$ cat config.mk
export PLATFORM = sky130hd
export DESIGN_NAME = cdr_loop_filter
export DESIGN_NICKNAME = d
export VERILOG_FILES = /design/src/rtl/cdr_pkg.sv /design/src/rtl/cdr_vote_decim.sv /design/src/rtl/cdr_loop_filter.sv
export SDC_FILE = /design/constraint.sdc
export NUM_CORES = 1
export LEC_CHECK = 0
export BUFFER_PORTS_ARGS = -buffer_cell sky130_fd_sc_hd__buf_2
export CAP_MARGIN = 20
export CORE_UTILIZATION = 40
export CTS_CLUSTER_SIZE = 10
export DETAILED_ROUTE_END_ITERATION = 8
export GPL_TIMING_DRIVEN = 0
export PLACE_DENSITY = 0.61
export SETUP_SLACK_MARGIN = 0.02
export SYNTH_ARGS = -nofsm -noshare
export SYNTH_HDL_FRONTEND = slang
export SYNTH_HIERARCHICAL = 1
export SYNTH_SLANG_ARGS = --single-unit
$ cat constraint.sdc
create_clock -name clk -period 16 [get_ports clk]
set_clock_uncertainty 0.1 [all_clocks]
set_input_delay 2.4 -clock clk [delete_from_list [all_inputs] [get_ports clk]]
set_output_delay 2.4 -clock clk [all_outputs]
set_load 0.005 [all_outputs]
$ cat src/rtl/cdr_pkg.sv
// Shared constants, vote type and arithmetic helpers for the CDR loop filter.
package cdr_pkg;

    localparam int CODE_MOD = 360;  // phase code modulus (degrees)
    localparam int CODE_W   = 9;    // phase code width
    localparam int FRAC_W   = 6;    // fractional phase bits below code LSB

    // Early/late decision of one vote window.
    typedef enum logic signed [1:0] {
        VOTE_DN   = 2'sb11,
        VOTE_NONE = 2'sb00,
        VOTE_UP   = 2'sb01
    } vote_t;

    // Vote as an integer step direction.
    function automatic int vote_val(input vote_t v);
        int r;
        case (v)
            VOTE_UP: r = 1;
            VOTE_DN: r = -1;
            default: r = 0;
        endcase
        return r;
    endfunction

    // Symmetric saturation to +/-lim.
    function automatic int sat_sym(input int v, input int lim);
        int r;
        if (v > lim)
            r = lim;
        else if (v < -lim)
            r = -lim;
        else
            r = v;
        return r;
    endfunction

    // Single-correction modulo; caller guarantees v is within one modulus of range.
    function automatic int wrap_mod(input int v, input int m);
        int r;
        if (v >= m)
            r = v - m;
        else if (v < 0)
            r = v + m;
        else
            r = v;
        return r;
    endfunction

endpackage

$ cat src/rtl/cdr_vote_decim.sv
// Collapses DECIM bang-bang PD samples into one signed vote per window.
// vote and win_end are combinational on the last sample of a window so the
// filter can register its update on that same edge.
module cdr_vote_decim
    import cdr_pkg::*;
#(
    parameter int DECIM = 8
) (
    input  logic  clk,
    input  logic  rst,
    input  logic  freeze,
    input  logic  up,
    input  logic  dn,
    output vote_t vote,
    output logic  win_end
);

    localparam int CNT_W = $clog2(DECIM);
    localparam int SUM_W = $clog2(DECIM) + 2;

    logic        [CNT_W-1:0] win_cnt;
    logic signed [SUM_W-1:0] vote_sum;
    logic signed [SUM_W-1:0] d;
    logic signed [SUM_W-1:0] sum_next;

    // Per-sample vote, running sum including this sample, and window-end sign decision.
    always_comb begin
        d = '0;
        if (up && !dn)
            d = SUM_W'(1);
        else if (dn && !up)
            d = '1;
        sum_next = vote_sum + d;
        win_end  = !freeze && (win_cnt == CNT_W'(DECIM - 1));
        vote     = VOTE_NONE;
        if (sum_next[SUM_W-1])
            vote = VOTE_DN;
        else if (sum_next != '0)
            vote = VOTE_UP;
    end

    // Window counter and partial sum; both hold while frozen, clear at window end.
    always_ff @(posedge clk) begin
        if (rst) begin
            win_cnt  <= '0;
            vote_sum <= '0;
        end else if (!freeze) begin
            if (win_end) begin
                win_cnt  <= '0;
                vote_sum <= '0;
            end else begin
                win_cnt  <= win_cnt + 1'b1;
                vote_sum <= sum_next;
            end
        end
    end

endmodule

$ cat src/rtl/cdr_loop_filter.sv
// CDR proportional + integral loop filter driving the interpolator phase code.
// Optional lock detector built when CDR_LOCK_DET_EN is defined; otherwise
// locked is tied low.
module cdr_loop_filter #(
    parameter int CODE_MOD = cdr_pkg::CODE_MOD,
    parameter int CODE_W   = cdr_pkg::CODE_W,
    parameter int FRAC_W   = cdr_pkg::FRAC_W,
    parameter int INT_W    = 12,
    parameter int DECIM    = 8,
    parameter int KP_STEP  = 64,
    parameter int KI_STEP  = 1,
    parameter int LOCK_CNT = 32
) (
    input  logic                    clk,
    input  logic                    rst,
    input  logic                    up,
    input  logic                    dn,
    input  logic                    freeze,
    output logic [CODE_W-1:0]       code,
    output logic                    code_upd,
    output logic signed [INT_W-1:0] freq_int,
    output logic                    locked
);

    import cdr_pkg::*;

    localparam int PH_W   = CODE_W + FRAC_W;
    localparam int PH_MOD = CODE_MOD << FRAC_W;
    localparam int F_LIM  = 2 ** (INT_W - 1) - 1;

    // One wrap correction must always bring the phase back into range.
    if (KP_STEP + 2 ** (INT_W - 1) >= PH_MOD) begin : g_bad_gain
        $error("cdr_loop_filter: KP_STEP + 2^(INT_W-1) must be below CODE_MOD<<FRAC_W");
    end
    if (CODE_MOD > 2 ** CODE_W) begin : g_bad_mod
        $error("cdr_loop_filter: CODE_MOD does not fit in CODE_W");
    end

    vote_t vote;
    logic  win_end;

    logic [PH_W-1:0]         phase_acc;
    logic [PH_W-1:0]         phase_next;
    logic signed [INT_W-1:0] freq_next;
    logic [CODE_W-1:0]       code_next;
    int                      vi;
    int                      f_next_i;
    int                      p_next_i;

    cdr_vote_decim #(
        .DECIM (DECIM)
    ) u_decim (
        .clk     (clk),
        .rst     (rst),
        .freeze  (freeze),
        .up      (up),
        .dn      (dn),
        .vote    (vote),
        .win_end (win_end)
    );

    // Next integral (saturated) and next phase (wrapped into 0..PH_MOD-1).
    always_comb begin
        vi         = vote_val(vote);
        f_next_i   = sat_sym(int'(freq_int) + vi * KI_STEP, F_LIM);
        p_next_i   = wrap_mod(int'(phase_acc) + vi * KP_STEP + f_next_i, PH_MOD);
        freq_next  = INT_W'(f_next_i);
        phase_next = PH_W'(p_next_i);
        code_next  = phase_next[FRAC_W +: CODE_W];
    end

    assign code = phase_acc[FRAC_W +: CODE_W];

    // Filter state advances only on window ends; code_upd flags a new code value.
    always_ff @(posedge clk) begin
        if (rst) begin
            phase_acc <= '0;
            freq_int  <= '0;
            code_upd  <= 1'b0;
        end else begin
            code_upd <= 1'b0;
            if (win_end) begin
                phase_acc <= phase_next;
                freq_int  <= freq_next;
                code_upd  <= (code_next != code);
            end
        end
    end

`ifdef CDR_LOCK_DET_EN
    localparam int Q_W = $clog2(LOCK_CNT + 1);

    vote_t          prev_nz;
    logic [Q_W-1:0] quiet_cnt;
    logic [2:0]     run_len;
    logic           same;

    // A window is noisy only when it repeats the previous nonzero direction.
    always_comb begin
        same = (vote != VOTE_NONE) && (vote == prev_nz);
    end

    // Quiet windows build toward lock; a run of 4 same-sign votes drops it.
    always_ff @(posedge clk) begin
        if (rst) begin
            prev_nz   <= VOTE_NONE;
            quiet_cnt <= '0;
            run_len   <= '0;
            locked    <= 1'b0;
        end else if (win_end) begin
            if (vote != VOTE_NONE)
                prev_nz <= vote;
            if (same) begin
                quiet_cnt <= '0;
                if (run_len != 3'd4)
                    run_len <= run_len + 3'd1;
                if (run_len >= 3'd3)
                    locked <= 1'b0;
            end else begin
                run_len <= (vote == VOTE_NONE) ? 3'd0 : 3'd1;
                if (quiet_cnt != Q_W'(LOCK_CNT))
                    quiet_cnt <= quiet_cnt + 1'b1;
                if (quiet_cnt >= Q_W'(LOCK_CNT - 1))
                    locked <= 1'b1;
            end
        end
    end
`else
    assign locked = 1'b0;
`endif

endmodule

==> results of run 1 <==
[synth_stat cells, types with 19 or more instances]
cell and number:
sky130_fd_sc_hd__a21oi_1 53, sky130_fd_sc_hd__o21ai_0 31, sky130_fd_sc_hd__ha_1 65, sky130_fd_sc_hd__dfxtp_1 36, sky130_fd_sc_hd__xnor2_1 44, sky130_fd_sc_hd__nor3_1 23
sky130_fd_sc_hd__buf_2 20, sky130_fd_sc_hd__inv_1 19, sky130_fd_sc_hd__clkbuf_1 28, sky130_fd_sc_hd__nand3_1 23, sky130_fd_sc_hd__nand2_1 59, sky130_fd_sc_hd__nor2_1 91
sky130_fd_sc_hd__a21o_1 26
[state kept, by name, summed over array words and instances (netlist names)]
signal	count
phase_acc	15
code_upd	1
u_decim/vote_sum	5
freq_int	12
u_decim/win_cnt	3
[kinds of logic (layout without fill, tap and decap cells)]
logic type	Yosys count	after routing
AO/OA/AOI/OAI	244	244
XOR/XNOR	62	62
adder cells (fa/ha/maj)	68	68
buffers and inverters	90	123
flip-flops	36	36
multiplexers	18	18
other	1	1
AND/OR/NAND/NOR	299	299
[timing repair]
item,CTS,global route
buffers inserted,0,0
endpoints found under the setup margin,0,1
resized for setup,0,2
[stage by stage]
stage	hold WS [ps]	setup WS [ps]	std cells
finish	386	1160	1035
CTS	386	925	1035
global placement	371	692	1027
floorplan	355	3160	818
global route	433	106	1035
detailed placement	375	627	1027
[power by group through the flow]
stage               combinational, W  clock (W)  sequential (W)
finish                      0.000611   0.000116       0.0000922
floorplan                   0.000484          0       0.0000939
detailed placement          0.000602          0       0.0000942
CTS                         0.000606   0.000118       0.0000922
global route                0.000679   0.000122       0.0000924
global placement            0.000602          0       0.0000942
[area by class of cell]
type	count	share of cell area, %
multi-input combinational	692	74.7
sequential	36	10.9
buffer	70	5.30
tap	184	3.49
clock buffer	5	1.89
timing repair buffer	25	1.89
inverter	20	1.14
clock inverter	3	0.644
[worst reg2reg max path, delay by kind of cell (launching register included)]
kind / cells / cell delay, ps
xor+xnor: 3 / 650
mux: 1 / 390
buf+inv: 8 / 2850
fa+ha+maj: 6 / 1660
flops: 1 / 300
simple gates: 11 / 2370
compound gates: 15 / 4320
[routing by layer]
layer / up-vias / global-route usage (%) / share of wire (%)
li1: 3087 / - / -
met1: 2828 / 31.4 / 51
met2: 142 / 35.8 / 44
met3: 15 / 2.48 / 3.4
met4: 0 / 4.59 / 1.3
met5: - / 0 / 0
[worst max path at each step]
stage	depth (start not counted)	slack, ps	to	start
3_3_place_gp	47	690	code_upd$_SDFF_PP0_	up
4_1_cts	47	930	code_upd$_SDFF_PP0_	up
3_5_place_dp	47	630	code_upd$_SDFF_PP0_	up
5_1_grt	47	110	code_upd$_SDFF_PP0_	up
6_report	47	1160	code_upd$_SDFF_PP0_	up
2_1_floorplan	46	3160	code_upd$_SDFF_PP0_	up
[placed cells by master (no fill, tap or decap), drive strengths merged, types with 4 or more instances in the layout]
cell / count
a2111oi: 6
a211oi: 10
a21o: 28
a21oi: 56
a22oi: 7
a311oi: 9
a31oi: 19
and2: 11
and3: 7
and4: 6
buf: 66
clkbuf: 34
dfxtp: 36
ha: 65
inv: 20
mux2i: 15
nand2: 61
nand2b: 11
nand3: 23
nand3b: 5
nand4: 18
nand4b: 4
nor2: 91
nor3: 23
nor3b: 5
nor4: 12
o211ai: 8
o21a: 16
o21ai: 38
o221ai: 5
o31ai: 4
or3: 7
xnor2: 46
xor2: 15
==> metrics.log, run 1 <==
[metrics] status: finished clean
[metrics] post-layout total power: 0.000820 W
[metrics] reported leakage power: 2.90 nW
[metrics] combined flip-flop and latch cell area: ~720 um2
[metrics] grt ovf: 0
[metrics] worst stage delay on the critical path: between 500 and 600 ps
[metrics] clock latency on the worst-skew pair: 290 ps
[metrics] clock transition at the registers of the reported paths: 60 ps
[metrics] hold path startpoint: u_decim/vote_sum[4]$_SDFFE_PP0N_
[metrics] multiplexer share of the synthesized area: 3.15%
[metrics] share of cells above drive strength 1: 11.6%
[metrics] Final Max Tran Viols: 0
[metrics] register area share after synthesis: a little under an eighth
[metrics] reg-to-reg critical path endpoint: code_upd$_SDFF_PP0_
[metrics] primary flip-flop cell chosen by synthesis mapping: sky130_fd_sc_hd__dfxtp_1
[metrics] fmax: 67.4 MHz
[metrics] total vias in the final route: 6072
[metrics] Min-Delay Path Depth: 2
[metrics] main combinational cell family by area after synthesis: compound AO/OA/AOI/OAI gates
[metrics] global-route total usage across every layer: between 20 and 25%
[metrics] area fraction of the dominant cell type after synthesis: 13.4%
[metrics] number of endpoints with negative hold slack in the final report: 0
[metrics] share of total power in the clock network: about 14%
[metrics] final weighted congestion in routability-driven placement: about 0.87
[metrics] fraction of the core area covered by cells at the end of the flow: between 40 and 50%
[metrics] Layout Area Growth over Synthesis: 8.62%
[metrics] number of H-tree branching levels: 2
[metrics] Port Buffers: 25
[metrics] root buffer selected by CTS: sky130_fd_sc_hd__clkbuf_16
[metrics] power density over the cells: 124 nW/um2
[metrics] cell area after placement: 6440 um2
[metrics] crit-path leading delay family: compound AO/OA/AOI/OAI gates
[metrics] Gate Count Post-Synth: 818
[metrics] cell taking the most area after synthesis: sky130_fd_sc_hd__ha_1
[metrics] count of final setup violators: 0
[metrics] type of origin of the critical path: input port
[metrics] Switching Fraction: 50.6%
[metrics] combined area of all synthesized cells: between 6000 and 7000 um2
[metrics] synthesized netlist net count: between 800 and 900
[metrics] Max stage delay cell, worst path: sky130_fd_sc_hd__or4_1
[metrics] number of enable flip-flop cells after synthesis: 0
[metrics] area fraction in compound gates after synthesis: 28.9%
[metrics] flops & latches, synth: 36
[metrics] number of hold-repair buffers added at the cts stage: 0
[metrics] final design instance area without fill: 6610 um2
[metrics] antenna violations before repair: 0
[metrics] worst reg2reg startpoint: u_decim/vote_sum[1]$_SDFFE_PP0N_
[metrics] I/O pins: 28
[metrics] clk sinks: 36
[metrics] required time reported for the critical path endpoint: between 15000 and 20000 ps
[metrics] Worst IR Drop VDD: 0.0793 mV
[metrics] buffers plus inverters on the worst setup path: 10
[metrics] Final TNS setup: 0 ps
[metrics] first-pass GRT wire length: between 20 and 30 mm
[metrics] class of the most critical setup path: in2reg
[metrics] net count reported at finish: 922
[metrics] vias in the first global route: 5624
[metrics] post-synthesis share of cell area spent on full adders, half adders and majority gates: roughly 14%
[metrics] clock tree from TritonCTS: built
[metrics] type of the tightest min-delay check: reg2reg
[metrics] pin count of the biggest net entering global routing: 13
[metrics] DRT Wirelength: 17.1 mm
[metrics] Num CTS Buffers: 5
[metrics] CP Capture Type: flop
[metrics] worst min-delay path endpoint: u_decim/vote_sum[4]$_SDFFE_PP0N_
[metrics] syn_area_per_cell: 7.43 um2
[metrics] setup repair after global routing missed its margin: no
[metrics] count of routing violations after the opening detailed-route iteration: approximately 500
[metrics] combinational power share: between 70% and 80%
[metrics] Critical Path AT: 14880 ps
[metrics] Worst Tran Pin Value: 966 ps
[metrics] Multi-input gate area: 4940 um2
[metrics] number of diodes: 0
[metrics] final HPWL from detailed placement: 13.2 mm
[metrics] DRC viols: 0
[metrics] cell repeated most along the worst path: sky130_fd_sc_hd__ha_1
[metrics] count of unique library cells instantiated by Yosys: 94
[metrics] x dimension of the die: 125 um
[metrics] async set or reset register ratio after synthesis: 0%
[metrics] worst-path maximum fanout: 10
[metrics] Psw: 0.000415 W
[metrics] internal power contribution: around 0.00041 W
[metrics] register-to-register path setup slack: 3210 ps
[metrics] Final ANT Viol Nets: 0
[metrics] post-synthesis share of cell area spent on xor and xnor gates: a little under a tenth
[metrics] worst rel slew slack: 35.1%
[metrics] mean routed wirelength per cell: 16.5 um
[metrics] buffers from clock root to sink, at most: 2
[metrics] area share of and/or/nand/nor cells after synthesis: between 20% and 30%
[metrics] count of fill cells added during filler insertion: 1523
[metrics] DRT Pass-1 Iters: 7
[metrics] number of cells on the worst reg-to-reg path: between 40 and 50
[metrics] Die Height: 125 um
[metrics] average via count per standard cell: 5.87
[metrics] proportion of power drawn by flip-flops and latches: 11.2%
[metrics] period utilisation layout: 92.8%
[metrics] count of warnings emitted by yosys: 6
[metrics] clock period minus final worst setup slack: 14840 ps
[metrics] die outline area: 15700 um2
[metrics] Cell Rows: 44
[metrics] Placeable Area: between 10000 and 15000 um2
[metrics] top area cells in the synthesized netlist: sky130_fd_sc_hd__ha_1 13%, sky130_fd_sc_hd__dfxtp_1 12%, sky130_fd_sc_hd__xnor2_1 6.3%
[metrics] number of max-cap violations: 0
[metrics] initial core utilization: between 40% and 50%
No activity file was read; power rests on OpenSTA's default activity.
==> run 2: changes to the inputs <==
--- a/config.mk
+++ b/config.mk
@@ -11,7 +11,7 @@
 export CTS_CLUSTER_SIZE = 10
 export DETAILED_ROUTE_END_ITERATION = 8
 export GPL_TIMING_DRIVEN = 0
-export PLACE_DENSITY = 0.61
+export PLACE_DENSITY_LB_ADDON = 0.15
 export SETUP_SLACK_MARGIN = 0.02
 export SYNTH_ARGS = -nofsm -noshare
 export SYNTH_HDL_FRONTEND = slang
==> metrics.log, run 2 (synthesis results as in run 1) <==
[metrics] count of routing violations after the opening detailed-route iteration: 467 (-6.8%)
[metrics] root buffer selected by CTS: sky130_fd_sc_hd__clkbuf_16
[metrics] die outline area: 15700 um2 (unchanged)
[metrics] worst stage delay on the critical path: 550 ps (about the same)
[metrics] power density over the cells: 123 nW/um2 (-0.73%)
[metrics] fmax: 66.8 MHz (-0.81%)
[metrics] Worst Hold Margin: 377 ps (-8.65 ps)
[metrics] number of H-tree branching levels: 2 (unchanged)
[metrics] Num CTS Buffers: 5 (unchanged)
[metrics] buffers from clock root to sink, at most: 2 (unchanged)
[metrics] reg-to-reg critical path endpoint: code_upd$_SDFF_PP0_
[metrics] combinational power share: 76.2% (+1.6 points)
[metrics] Most flops, register: phase_acc
[metrics] number of endpoints with negative hold slack in the final report: 0 (unchanged)
[metrics] clock transition at the registers of the reported paths: 60 ps (about the same)
[metrics] Max stage delay cell, worst path: sky130_fd_sc_hd__or4_1
[metrics] Final Max Tran Viols: 0 (unchanged)
[metrics] net count reported at finish: 922 (unchanged)
[metrics] internal power contribution: 0.000391 W (-3.5%)
[metrics] post-layout total power: 0.000811 W (-1.1%)
[metrics] buffers plus inverters on the worst setup path: 10 (unchanged)
[metrics] hold path startpoint: u_decim/vote_sum[4]$_SDFFE_PP0N_
[metrics] worst-path maximum fanout: 10 (unchanged)
[metrics] max FFs per register: 15 (unchanged)
[metrics] x dimension of the die: 125 um (unchanged)
[metrics] share of cells above drive strength 1: 11.4% (-0.24 points)
[metrics] commonest non-fill, non-tap cells in the layout: 91 x sky130_fd_sc_hd__nor2_1, 65 x sky130_fd_sc_hd__ha_1, 59 x sky130_fd_sc_hd__nand2_1
[metrics] first-pass GRT wire length: 29.9 mm (+4.6%)
[metrics] Die Height: 125 um (unchanged)
[metrics] clock period minus final worst setup slack: 14970 ps (+121 ps)
[metrics] Worst Tran Pin Value: 1050 ps (+86.6 ps)
[metrics] DRT Pass-1 Iters: 9 (+2)
[metrics] required time reported for the critical path endpoint: 16040 ps (about the same)
[metrics] fraction of the core area covered by cells at the end of the flow: 44.8% (-0.18 points)
[metrics] final weighted congestion in routability-driven placement: 0.937 (+7.9%)
[metrics] CP Capture Type: flop
[metrics] average via count per standard cell: 6.06 (+3.2%)
[metrics] antenna violations before repair: 0 (unchanged)
[metrics] worst rel slew slack: 29.3% (-5.8 points)
[metrics] Switching Fraction: 51.8% (+1.2 points)
[metrics] worst path setup slack after routing: 1030 ps (-121 ps)
[metrics] Cell Rows: 44 (unchanged)
[metrics] final HPWL from detailed placement: 14.1 mm (+6.8%)
[metrics] pin count of the biggest net entering global routing: 13 (unchanged)
[metrics] Critical Path AT: 15000 ps (+120 ps)
[metrics] class of the most critical setup path: in2reg
[metrics] number of max-cap violations: 0 (unchanged)
[metrics] Psw: 0.000420 W (+1.2%)
[metrics] Layout Area Growth over Synthesis: 8.19%
[metrics] I/O pins: 28 (unchanged)
[metrics] cell repeated most along the worst path: sky130_fd_sc_hd__ha_1
[metrics] Worst IR Drop VDD: 0.0800 mV (+0.83%)
[metrics] share of total power in the clock network: 12.4% (-1.8 points)
[metrics] most common cell after layout, fill and taps aside: sky130_fd_sc_hd__nor2_1
[metrics] DP Worst Slack: 605 ps (-22.8 ps)
[metrics] period utilisation layout: 93.5% (+0.76 points)
[metrics] failing checks: design-rule violations
[metrics] worst min-delay path endpoint: u_decim/vote_sum[4]$_SDFFE_PP0N_
[metrics] clock latency on the worst-skew pair: 290 ps (about the same)
[metrics] count of final setup violators: 0 (unchanged)
[metrics] type of origin of the critical path: input port
[metrics] setup repair after global routing missed its margin: no
[metrics] status: complete, but fails checks
[metrics] DRC viols: 4 (+4)
[metrics] proportion of power drawn by flip-flops and latches: 11.4% (+0.2 points)
[metrics] Min-Delay Path Depth: 2 (unchanged)
[metrics] DRT Wirelength: 18.0 mm (+5.5%)
[metrics] type of the tightest min-delay check: reg2reg
[metrics] grt ovf: 0 (unchanged)
[metrics] number of hold-repair buffers added at the cts stage: 0 (unchanged)
[metrics] Final ANT Viol Nets: 0 (unchanged)
[metrics] number of diodes: 0 (unchanged)
[metrics] Port Buffers: 25 (unchanged)
[metrics] crit-path leading delay family: compound AO/OA/AOI/OAI gates
[metrics] Crit. path cell count: 47 (unchanged)
[metrics] initial core utilization: 41.4% (unchanged)
[metrics] number of cells on the worst reg-to-reg path: 44 (unchanged)
[metrics] reported leakage power: 2.89 nW (-0.40%)
[metrics] Final TNS setup: 0 ps (unchanged)
[metrics] largest registers ranked by flip-flop count: phase_acc: 15 flops, freq_int: 12 flops, u_decim/vote_sum: 5 flops
[metrics] clock tree from TritonCTS: built
[metrics] vias in the first global route: 6013 (+6.9%)
[metrics] Placeable Area: 14700 um2 (unchanged)
[metrics] worst setup path startpoint: up
[metrics] worst reg2reg startpoint: u_decim/vote_sum[1]$_SDFFE_PP0N_
[metrics] clk sinks: 36 (unchanged)
[metrics] global-route total usage across every layer: 23.0% (+0.96 points)
[metrics] mean routed wirelength per cell: 17.4 um (+5.5%)
[metrics] total vias in the final route: 6268 (+3.2%)
[metrics] register-to-register path setup slack: 3100 ps (-110 ps)
==> run 2: cell types whose count changed in the layout (fill, tap and decap cells not counted) <==
cell                         delta
sky130_fd_sc_hd__clkinv_4       +1
sky130_fd_sc_hd__clkbuf_1       +2
sky130_fd_sc_hd__clkinvlp_4     -1
sky130_fd_sc_hd__clkinv_2       -1
sky130_fd_sc_hd__bufinv_16      -1
==> run 2: final cells by class <==
type / count / area [um2]
timing repair buffer: 25 / 125
clock buffer: 7 / 133
sequential: 36 / 721
tap: 184 / 230
fill: 1537 / 8120
inverter: 20 / 75.1
multi-input combinational: 692 / 4940
buffer: 70 / 350
clock inverter: 1 / 8.76
==> run 2: timing repair <==
item                                   CTS  global route
endpoints found under the hold margin    0             0
setup endpoints to repair                0             1
buffers inserted                         0             0
gates resized for setup                  0             2
==> run 2: per-stage QoR <==
stage / instance area [um2] / cells
floorplan: 6080 / 818
CTS: 6580 / 1035
global route: 6580 / 1035
finish: 6580 / 1035
detailed placement: 6440 / 1027
global placement: 6440 / 1027
==> run 2: worst max path at each step <==
stage                           to  slack (ps)
2_1_floorplan  code_upd$_SDFF_PP0_        3160
3_3_place_gp   code_upd$_SDFF_PP0_         740
3_5_place_dp   code_upd$_SDFF_PP0_         600
4_1_cts        code_upd$_SDFF_PP0_         830
5_1_grt        code_upd$_SDFF_PP0_         150
6_report       code_upd$_SDFF_PP0_        1030
==> run 2: power groups by stage <==
stage	sequential [W]	clock, W	combinational [W]
after floorplan	0.0000939	0	0.000484
after global placement	0.0000941	0	0.000596
after detailed placement	0.0000943	0	0.000607
after CTS	0.0000923	0.000101	0.000612
after global routing	0.0000925	0.000106	0.000688
final	0.0000923	0.000101	0.000618
==> run 2: tightest hold or removal path, cell delays in order, from the launching register on <==
cell and delay, ps:
sky130_fd_sc_hd__dfxtp_1 310, sky130_fd_sc_hd__nand2_1 60, sky130_fd_sc_hd__a31oi_1 60
==> run 2: layer usage <==
layer,global-route usage (%),vias up,wire [um]
met5,0,-,0
met4,5.74,0,363
met3,2.87,31,778
met2,39.1,163,8280
met1,30.8,2972,8600
li1,-,3102,-
